<file path="config.mk">
export PLATFORM = sky130hd
export DESIGN_NAME = mod_updown_counter_flat
export DESIGN_NICKNAME = d
export VERILOG_FILES = /design/src/rtl/mod_updown_counter_if.sv /design/src/rtl/mod_updown_counter.sv /design/src/flat_wrapper.sv
export SDC_FILE = /design/constraint.sdc
export NUM_CORES = 1
export LEC_CHECK = 0
export BUFFER_PORTS_ARGS = -buffer_cell sky130_fd_sc_hd__buf_4
export CORE_UTILIZATION = 44
export CTS_BUF_LIST = sky130_fd_sc_hd__clkbuf_8
export DETAILED_ROUTE_END_ITERATION = 12
export MAX_ROUTING_LAYER = met4
export PLACE_DENSITY = 0.71
export SKIP_CTS_REPAIR_TIMING = 1
export SYNTH_ARGS = -nofsm -noshare
export SYNTH_HDL_FRONTEND = slang
export SYNTH_SLANG_ARGS = --single-unit
</file>
<file path="constraint.sdc">
create_clock -name clk -period 2.1 [get_ports clk]
set_clock_uncertainty 0.2 [all_clocks]
set_input_delay 0.315 -clock clk [delete_from_list [all_inputs] [get_ports clk]]
set_output_delay 0.315 -clock clk [all_outputs]
set_load 0.02 [all_outputs]
</file>
<file path="src/rtl/mod_updown_counter_if.sv">
// Control and status bundle for one modulo up/down counter instance.
// master drives controls and observes the count; slave is the counter itself.
interface mod_updown_counter_if #(
   parameter int WIDTH = 8
);
   logic             enable;
   logic             up;
   logic             clear;
   logic             load;
   logic [WIDTH-1:0] load_value;
   logic [WIDTH-1:0] count;
   logic             terminal;
   logic             carry_out;
   logic             wrapped;

   modport master (
      output enable, up, clear, load, load_value,
      input  count, terminal, carry_out, wrapped
   );

   modport slave (
      input  enable, up, clear, load, load_value,
      output count, terminal, carry_out, wrapped
   );
endinterface

</file>
<file path="src/rtl/mod_updown_counter.sv">
// Modulo up/down counter with clear/load, wrap-or-saturate ends and a cascade carry.
// Latency: 1 clk from enable to new count; terminal/carry_out combinational; no backpressure.
module mod_updown_counter #(
   parameter int              WIDTH       = 8,
   parameter longint unsigned MODULUS     = 64'd1 << WIDTH,
   parameter longint unsigned RESET_VALUE = 64'd0,
   parameter int              SATURATE    = 0
) (
   input  logic                clk,
   input  logic                resetn,
   mod_updown_counter_if.slave cnt
);

   if (WIDTH < 1 || WIDTH > 32) begin : g_bad_width
      $error("mod_updown_counter: WIDTH must be 1..32");
   end
   if (MODULUS < 64'd2 || MODULUS > (64'd1 << WIDTH)) begin : g_bad_modulus
      $error("mod_updown_counter: MODULUS must be 2..2**WIDTH");
   end
   if (RESET_VALUE >= MODULUS) begin : g_bad_reset
      $error("mod_updown_counter: RESET_VALUE must be below MODULUS");
   end
   if (SATURATE != 0 && SATURATE != 1) begin : g_bad_saturate
      $error("mod_updown_counter: SATURATE must be 0 or 1");
   end

   // Range end held one bit wider so MODULUS = 2**WIDTH still compares cleanly.
   localparam logic [WIDTH:0]   LAST_W = (WIDTH+1)'(MODULUS - 64'd1);
   localparam logic [WIDTH:0]   ONE_W  = (WIDTH+1)'(1);
   localparam logic [WIDTH-1:0] LAST_N = WIDTH'(MODULUS - 64'd1);
   localparam logic [WIDTH-1:0] RST_N  = WIDTH'(RESET_VALUE);

   logic [WIDTH-1:0] count_q;
   logic [WIDTH-1:0] count_d;
   logic             wrapped_q;
   logic             wrapped_d;
   logic [WIDTH:0]   cnt_x;
   logic             at_last;
   logic             at_zero;
   logic             terminal;

   assign cnt_x    = {1'b0, count_q};
   assign at_last  = (cnt_x == LAST_W);
   assign at_zero  = (count_q == '0);
   assign terminal = cnt.up ? at_last : at_zero;

   always_comb begin
      count_d   = count_q;
      wrapped_d = 1'b0;
      if (cnt.clear) begin
         count_d = RST_N;
      end else if (cnt.load) begin
         // Out-of-range loads clamp to the top of the range rather than aliasing.
         if ({1'b0, cnt.load_value} > LAST_W) begin
            count_d = LAST_N;
         end else begin
            count_d = cnt.load_value;
         end
      end else if (cnt.enable) begin
         if (cnt.up) begin
            if (!at_last) begin
               count_d = WIDTH'(cnt_x + ONE_W);
            end else if (SATURATE == 0) begin
               count_d   = '0;
               wrapped_d = 1'b1;
            end
         end else begin
            if (!at_zero) begin
               count_d = WIDTH'(cnt_x - ONE_W);
            end else if (SATURATE == 0) begin
               count_d   = LAST_N;
               wrapped_d = 1'b1;
            end
         end
      end
   end

   always_ff @(posedge clk or negedge resetn) begin
      if (!resetn) begin
         count_q   <= RST_N;
         wrapped_q <= 1'b0;
      end else begin
         count_q   <= count_d;
         wrapped_q <= wrapped_d;
      end
   end

   // Carry flags the limit even when saturating so a downstream stage still advances.
   assign cnt.count     = count_q;
   assign cnt.terminal  = terminal;
   assign cnt.carry_out = cnt.enable & terminal & ~cnt.clear & ~cnt.load;
   assign cnt.wrapped   = wrapped_q;

endmodule

</file>
<file path="src/flat_wrapper.sv">
// flat-port wrapper written by rule: the top's interface ports become plain ports
module mod_updown_counter_flat 
#(
   parameter int              WIDTH       = 8,
   parameter longint unsigned MODULUS     = 64'd1 << WIDTH,
   parameter longint unsigned RESET_VALUE = 64'd0,
   parameter int              SATURATE    = 0
)
  (clk, resetn, cnt_enable, cnt_up, cnt_clear, cnt_load, cnt_load_value, cnt_count, cnt_terminal, cnt_carry_out, cnt_wrapped);
  mod_updown_counter_if #(.WIDTH(WIDTH)) cnt_i ();
  input  logic clk;
  input  logic resetn;
  input wire logic [$bits(cnt_i.enable)-1:0] cnt_enable;
  input wire logic [$bits(cnt_i.up)-1:0] cnt_up;
  input wire logic [$bits(cnt_i.clear)-1:0] cnt_clear;
  input wire logic [$bits(cnt_i.load)-1:0] cnt_load;
  input wire logic [$bits(cnt_i.load_value)-1:0] cnt_load_value;
  output wire logic [$bits(cnt_i.count)-1:0] cnt_count;
  output wire logic [$bits(cnt_i.terminal)-1:0] cnt_terminal;
  output wire logic [$bits(cnt_i.carry_out)-1:0] cnt_carry_out;
  output wire logic [$bits(cnt_i.wrapped)-1:0] cnt_wrapped;
  assign cnt_i.enable = cnt_enable;
  assign cnt_i.up = cnt_up;
  assign cnt_i.clear = cnt_clear;
  assign cnt_i.load = cnt_load;
  assign cnt_i.load_value = cnt_load_value;
  assign cnt_count = cnt_i.count;
  assign cnt_terminal = cnt_i.terminal;
  assign cnt_carry_out = cnt_i.carry_out;
  assign cnt_wrapped = cnt_i.wrapped;
  mod_updown_counter #(.WIDTH(WIDTH), .MODULUS(MODULUS), .RESET_VALUE(RESET_VALUE), .SATURATE(SATURATE)) u_core (.clk(clk), .resetn(resetn), .cnt(cnt_i));
endmodule
</file>
## Word-level counts from Yosys, hierarchy flattened

Index checks and enable logic that the tools add are counted.

- Register bits after elaboration: 9
- Latch bits: 0
- Bits in writable memories: 0
- Bits in read-only memories: 0
- Bits of input ports: 14
- Memories kept: 0

- Add/sub/neg operators: 2
- Multiply operators: 0
- Divide/modulo/power cells: 0
- Order comparisons: 0
- Equality and inequality tests: 1
- Shift-type cells: 0
- Multiplexer cells: 13
- Bitwise gates (word level): 5
- Reduce and logical (&&, ||, !) cells: 2

Operators by type and width:

| operator | number |
|---|---|
| $mux 8 | 6 |
| $add 8x1->8 const B | 1 |
| $eq 8x8->1 const B | 1 |
| $logic_not 8->1 | 1 |
| $sub 8x1->8 const B | 1 |
| $mux 1 | 7 |
| $and 1x1->1 | 3 |
| $reduce_bool 3->1 | 1 |
| $not 1->1 | 2 |

## Depth between registers and ports, before layout

- Depth in word-level cells: 6
- Depth in mapped cells: 7

## Worst setup path after synthesis

No wires, ideal clock.

- Path type: register to output
- Start: reg u_core.count_q[4], in the netlist u_core.cnt.count[4]
- End: out cnt_carry_out
- Arrival time: 1,812 ps
- Setup slack: -227 ps
- Stages on the path, launching flop included: 6
- Path buffers: 1
- Path through: dfrtp_1 buf_6 or4_4 nor2_4 a21o_2 nor2b_1

- Longest elaborated chain between the ends: 5
- Elaborated cells on any way between the ends: 6
- Classes of those cells: 1 x eq/ne; 1 x mux; 3 x bitwise; 1 x reduce/logical

RTL lines:

| what | line | source |
|---|---|---|
| start, declared | mod_updown_counter.sv:33 | `logic [WIDTH-1:0] count_q;` |
| start signal, assigned | mod_updown_counter.sv:83 | `count_q <= count_d;` |
| $eq 8x8->1 or $logic_not 8->1 (tied branches) | mod_updown_counter.sv:43, mod_updown_counter.sv:44 |  |
| $mux 1 * | mod_updown_counter.sv:45 | `assign terminal = cnt.up ? at_last : at_zero;` |
| net cnt_terminal | flat_wrapper.sv:19 | `output wire logic [$bits(cnt_i.terminal)-1:0] cnt_terminal;` |
| $and 1x1->1 * (3 in a row) | mod_updown_counter.sv:91 | `assign cnt.carry_out = cnt.enable & terminal & ~cnt.clear & ~cnt.load;` |
| end, declared | flat_wrapper.sv:20 | `output wire logic [$bits(cnt_i.carry_out)-1:0] cnt_carry_out;` |

The timed path passes the listed nets; every way through them passes the cells marked *.

## Final worst setup path

- Start: reg u_core.count_q[4], in the netlist u_core.cnt.count[4]
- End: out cnt_carry_out

- Longest elaborated chain between the ends: 5
- Elaborated cells on any way between the ends: 6
- Classes of those cells: 1 x eq/ne; 1 x mux; 3 x bitwise; 1 x reduce/logical

RTL lines:

| what | line |
|---|---|
| $eq 8x8->1 or $logic_not 8->1 (tied branches) | mod_updown_counter.sv:43, mod_updown_counter.sv:44 |
| $mux 1 * | mod_updown_counter.sv:45 |
| $and 1x1->1 * (3 in a row) | mod_updown_counter.sv:91 |

Mark *: on every way between the ends. The rest lies on a longest branch, timed or not.

==> results.tsv <==
stage	metric	value	unit
run_status	status	complete, but fails checks	
run_status	violated checks	setup timing	
clocking	total CTS buffers	3	
floorplanning	Die Ht	46.9	um
floorplanning	FP Rows	15	
grt	grt total ovfl	0	
floorplanning	Initial Utilization	49.2	%
critical_path	critical path data required time	1.58	ns
grt	vias in the first global route	852	
critical_path	R2R cell count	6	
grt	first-pass GRT wire length	3.89	mm
yosys	Netlist Area Pre-Place	886	um2
critical_path	Crit Path Class	flop to output port	
layout	Final Util	68.5	%
timing	Slew Viols, Final	0	
yosys	Yosys cell types	44	
drt	DRT iter0 DRCs	42	
placed_design	I/O Buffers	24	
drt	Antenna Nets Post-Route	0	
yosys	ys flop type	dfrtp_1	
clocking	CTS max path bufs	2	
drt	DRT Wirelength	2.74	mm
layout	Final nets	159	
yosys	Cells after Synth	107	
placed_design	Post-DP Area	1140	um2
worst_hold_path	Worst Hold Depth	2	
yosys	ys async rst share	100	%
timing	final setup TNS	-0.129	ns
critical_path	Worst setup SP type	flop	
floorplanning	DIE AREA	2200	um2
drt	via count	992	
yosys	xor-xnor portion of the synthesized cell area	4.94	%
timing	fmax	0.450	GHz
clocking	Clk pin slew, worst setup/hold paths	0.04	ns
layout	area delta synth->final	39.3	%
timing	Period minus WS final	2.22	ns
layout	Layout fillers	158	
yosys	Synth top area share	25.4	%
yosys	sequential element share of the synthesized area	25.4	%
yosys	post-synth top area cell	dfrtp_1	
pwr	LEAKAGE	0.549	nW
drt	residual DRC count	0	
yosys	post-synthesis mux area share	2.26	%
yosys	top post-synthesis cells by area	dfrtp_1, a21oi_1, ha_1	
yosys	EDFF count, synth	0	
floorplanning	I/O pin count	25	
floorplanning	Core Region	1800	um2
yosys	Syn Area/Cell	8.28	um2
layout	design area	1230	um2
yosys	compound-cell area share of the yosys netlist	26.3	%
timing	Final setup viols	2	
grt	largest net degree at the start of global routing	16	
yosys	post-synthesis register bit count	9	
layout	ant diodes	0	
timing	Slew @ Worst Pin	0.484	ns
clocking	CTS root buf	clkbuf_8	
timing	final period utilization	106	%
clocking	CTS tree	built	
yosys	simple-gate share of the synthesized area	29.4	%
timing	final worst setup slack	-0.122	ns
worst_hold_path	Hold Path Class	input port to flop	
grt	initial antenna violation count	0	
critical_path	crit end category	output port	
yosys	Mapped Nets	124	
yosys	Yosys warning count	0	
yosys	largest family of logic cells by synthesized area	simple AND/OR/NAND/NOR gates	
timing	Fin. Hold Viols	0	
clocking	H-tree depth	1	
critical_path	Worst EP arrival	1.71	ns
placed_design	post-placement cell count	158	
floorplanning	die width	46.9	um
layout	Post-Layout Cell Count	166	
placed_design	final weighted congestion in routability-driven placement	0.901	
clocking	clock tree sinks	9	
yosys	post-synthesis adder-cell area fraction	4.24	%
timing	RSZ-0062 raised after global routing	true	
drt	drt wl/cell	16.5	um
clocking	clk_lat worst skew	0.23	ns
pwr	Power Dens Cells	544	nW/um2
grt	Overall Global Routing Usage	27.1	%
drt	drt first pass iters	5	
drt	vias per cell	5.98	
run	max-cap check violation count	0	
critical_path	Crit Path Max Fanout	8	
timing	Slew Limit Headroom	67.5	%
pwr	peak supply drop	0.365	mV
placed_design	HPWL after detailed placement	1.88	mm
layout	layout cells sized above 1	39.0	%
==> state kept, by name, indices dropped and copies added, names as in the netlist <==
signal,flops
u_core.cnt.count,8
u_core.cnt.wrapped,1
==> report_power, final <==
group	internal [W]	switching [W]	leakage (nW)
Clock	0.000127	0.0000674	0.0269
Sequential	0.000187	0.0000153	0.116
Combinational	0.000130	0.000143	0.406
==> per-stage QoR <==
step	power (W)	setup WS (ns)	hold slack, ns
3_3_place_gp	0.000451	0.155	-0.0528
3_5_place_dp	0.000455	0.139	-0.0504
5_1_grt	0.000701	-0.180	0.139
4_1_cts	0.000653	-0.112	-0.297
6_report	0.000671	-0.122	0.132
2_1_floorplan	0.000367	-0.0133	-0.181
==> synthesized netlist by cell type (2+ instances only) <==
cell and instances:
mux2i_1 2, dfrtp_1 9, nand2_1 9, o211ai_1 2, nor3b_1 3, nand3_1 2
clkbuf_1 3, xor2_1 3, o22ai_1 2, a211oi_1 3, inv_1 5, or3_1 2
nor2b_1 4, nor3_1 7, nor2_1 2, o21a_1 2, xnor2_1 2, ha_1 3
buf_2 2, o21ai_0 4, a21oi_1 8, buf_4 2, and3_1 4, or2_2 2
==> cells by family after synthesis <==
group                    after synthesis
AND/OR/NAND/NOR                       43
multiplexers                           2
AO/OA/AOI/OAI                         32
adder cells (fa/ha/maj)                3
XOR/XNOR                               5
flip-flops                             9
buffers and inverters                 13
==> per-layer routing <==
metal	global-route usage (%)	share of wire, %	up-vias
met5	-	0	-
met4	6.29	1.8	0
met3	8.46	10	6
met2	44.4	48	64
met1	32.3	39	457
li1	-	-	465
==> critical path: stages, from the launching register on <==
cell and delay (ns):
dfrtp_2 0.35, buf_4 0.17, nand4_1 0.20, nor3_2 0.37, a21o_4 0.14, nor2b_4 0.13, buf_6 0.12
==> final cells by class <==
class                           count  area, um2  area share, %
Multi-Input combinational cell     85        619           50.2
Timing Repair Buffer               38        292           23.6
Sequential cell                     9        228           18.5
Clock buffer                        3       41.3           3.35
Tap cell                           25       31.3           2.54
Inverter                            5       18.8           1.52
Clock inverter                      1       3.75          0.304
==> layout by cell type (no fill, tap or decap), types with 2 or more instances in the layout <==
cell,instances
ha_1,3
nor3_1,6
nand2_1,9
xnor2_1,2
a211oi_1,3
inv_1,5
o21ai_0,4
o22ai_1,2
a21oi_1,8
buf_4,36
nor3b_1,3
nor2_1,2
o211ai_1,2
and3_1,4
o21a_1,2
or3_1,2
mux2i_1,2
dfrtp_2,2
nor2b_1,3
or2_2,2
xor2_1,3
nand3_1,2
dfrtp_1,7
clkbuf_8,3
==> path summary, 6_finish.rpt <==
path | from | end | slack, ns
min reg2reg | u_core.cnt.count[1] | u_core.cnt.count[1] | 0.54
max reg2reg | u_core.cnt.count[1] | u_core.cnt.count[6] | 0.15
max | u_core.cnt.count[4] | cnt_carry_out | -0.12
min | cnt_enable | u_core.cnt.count[0] | 0.13
max in group asynchronous | resetn | u_core.cnt.count[3] | 1.28
min in group asynchronous | resetn | u_core.cnt.count[1] | 0.26
No activity file was read; power rests on OpenSTA's default activity.
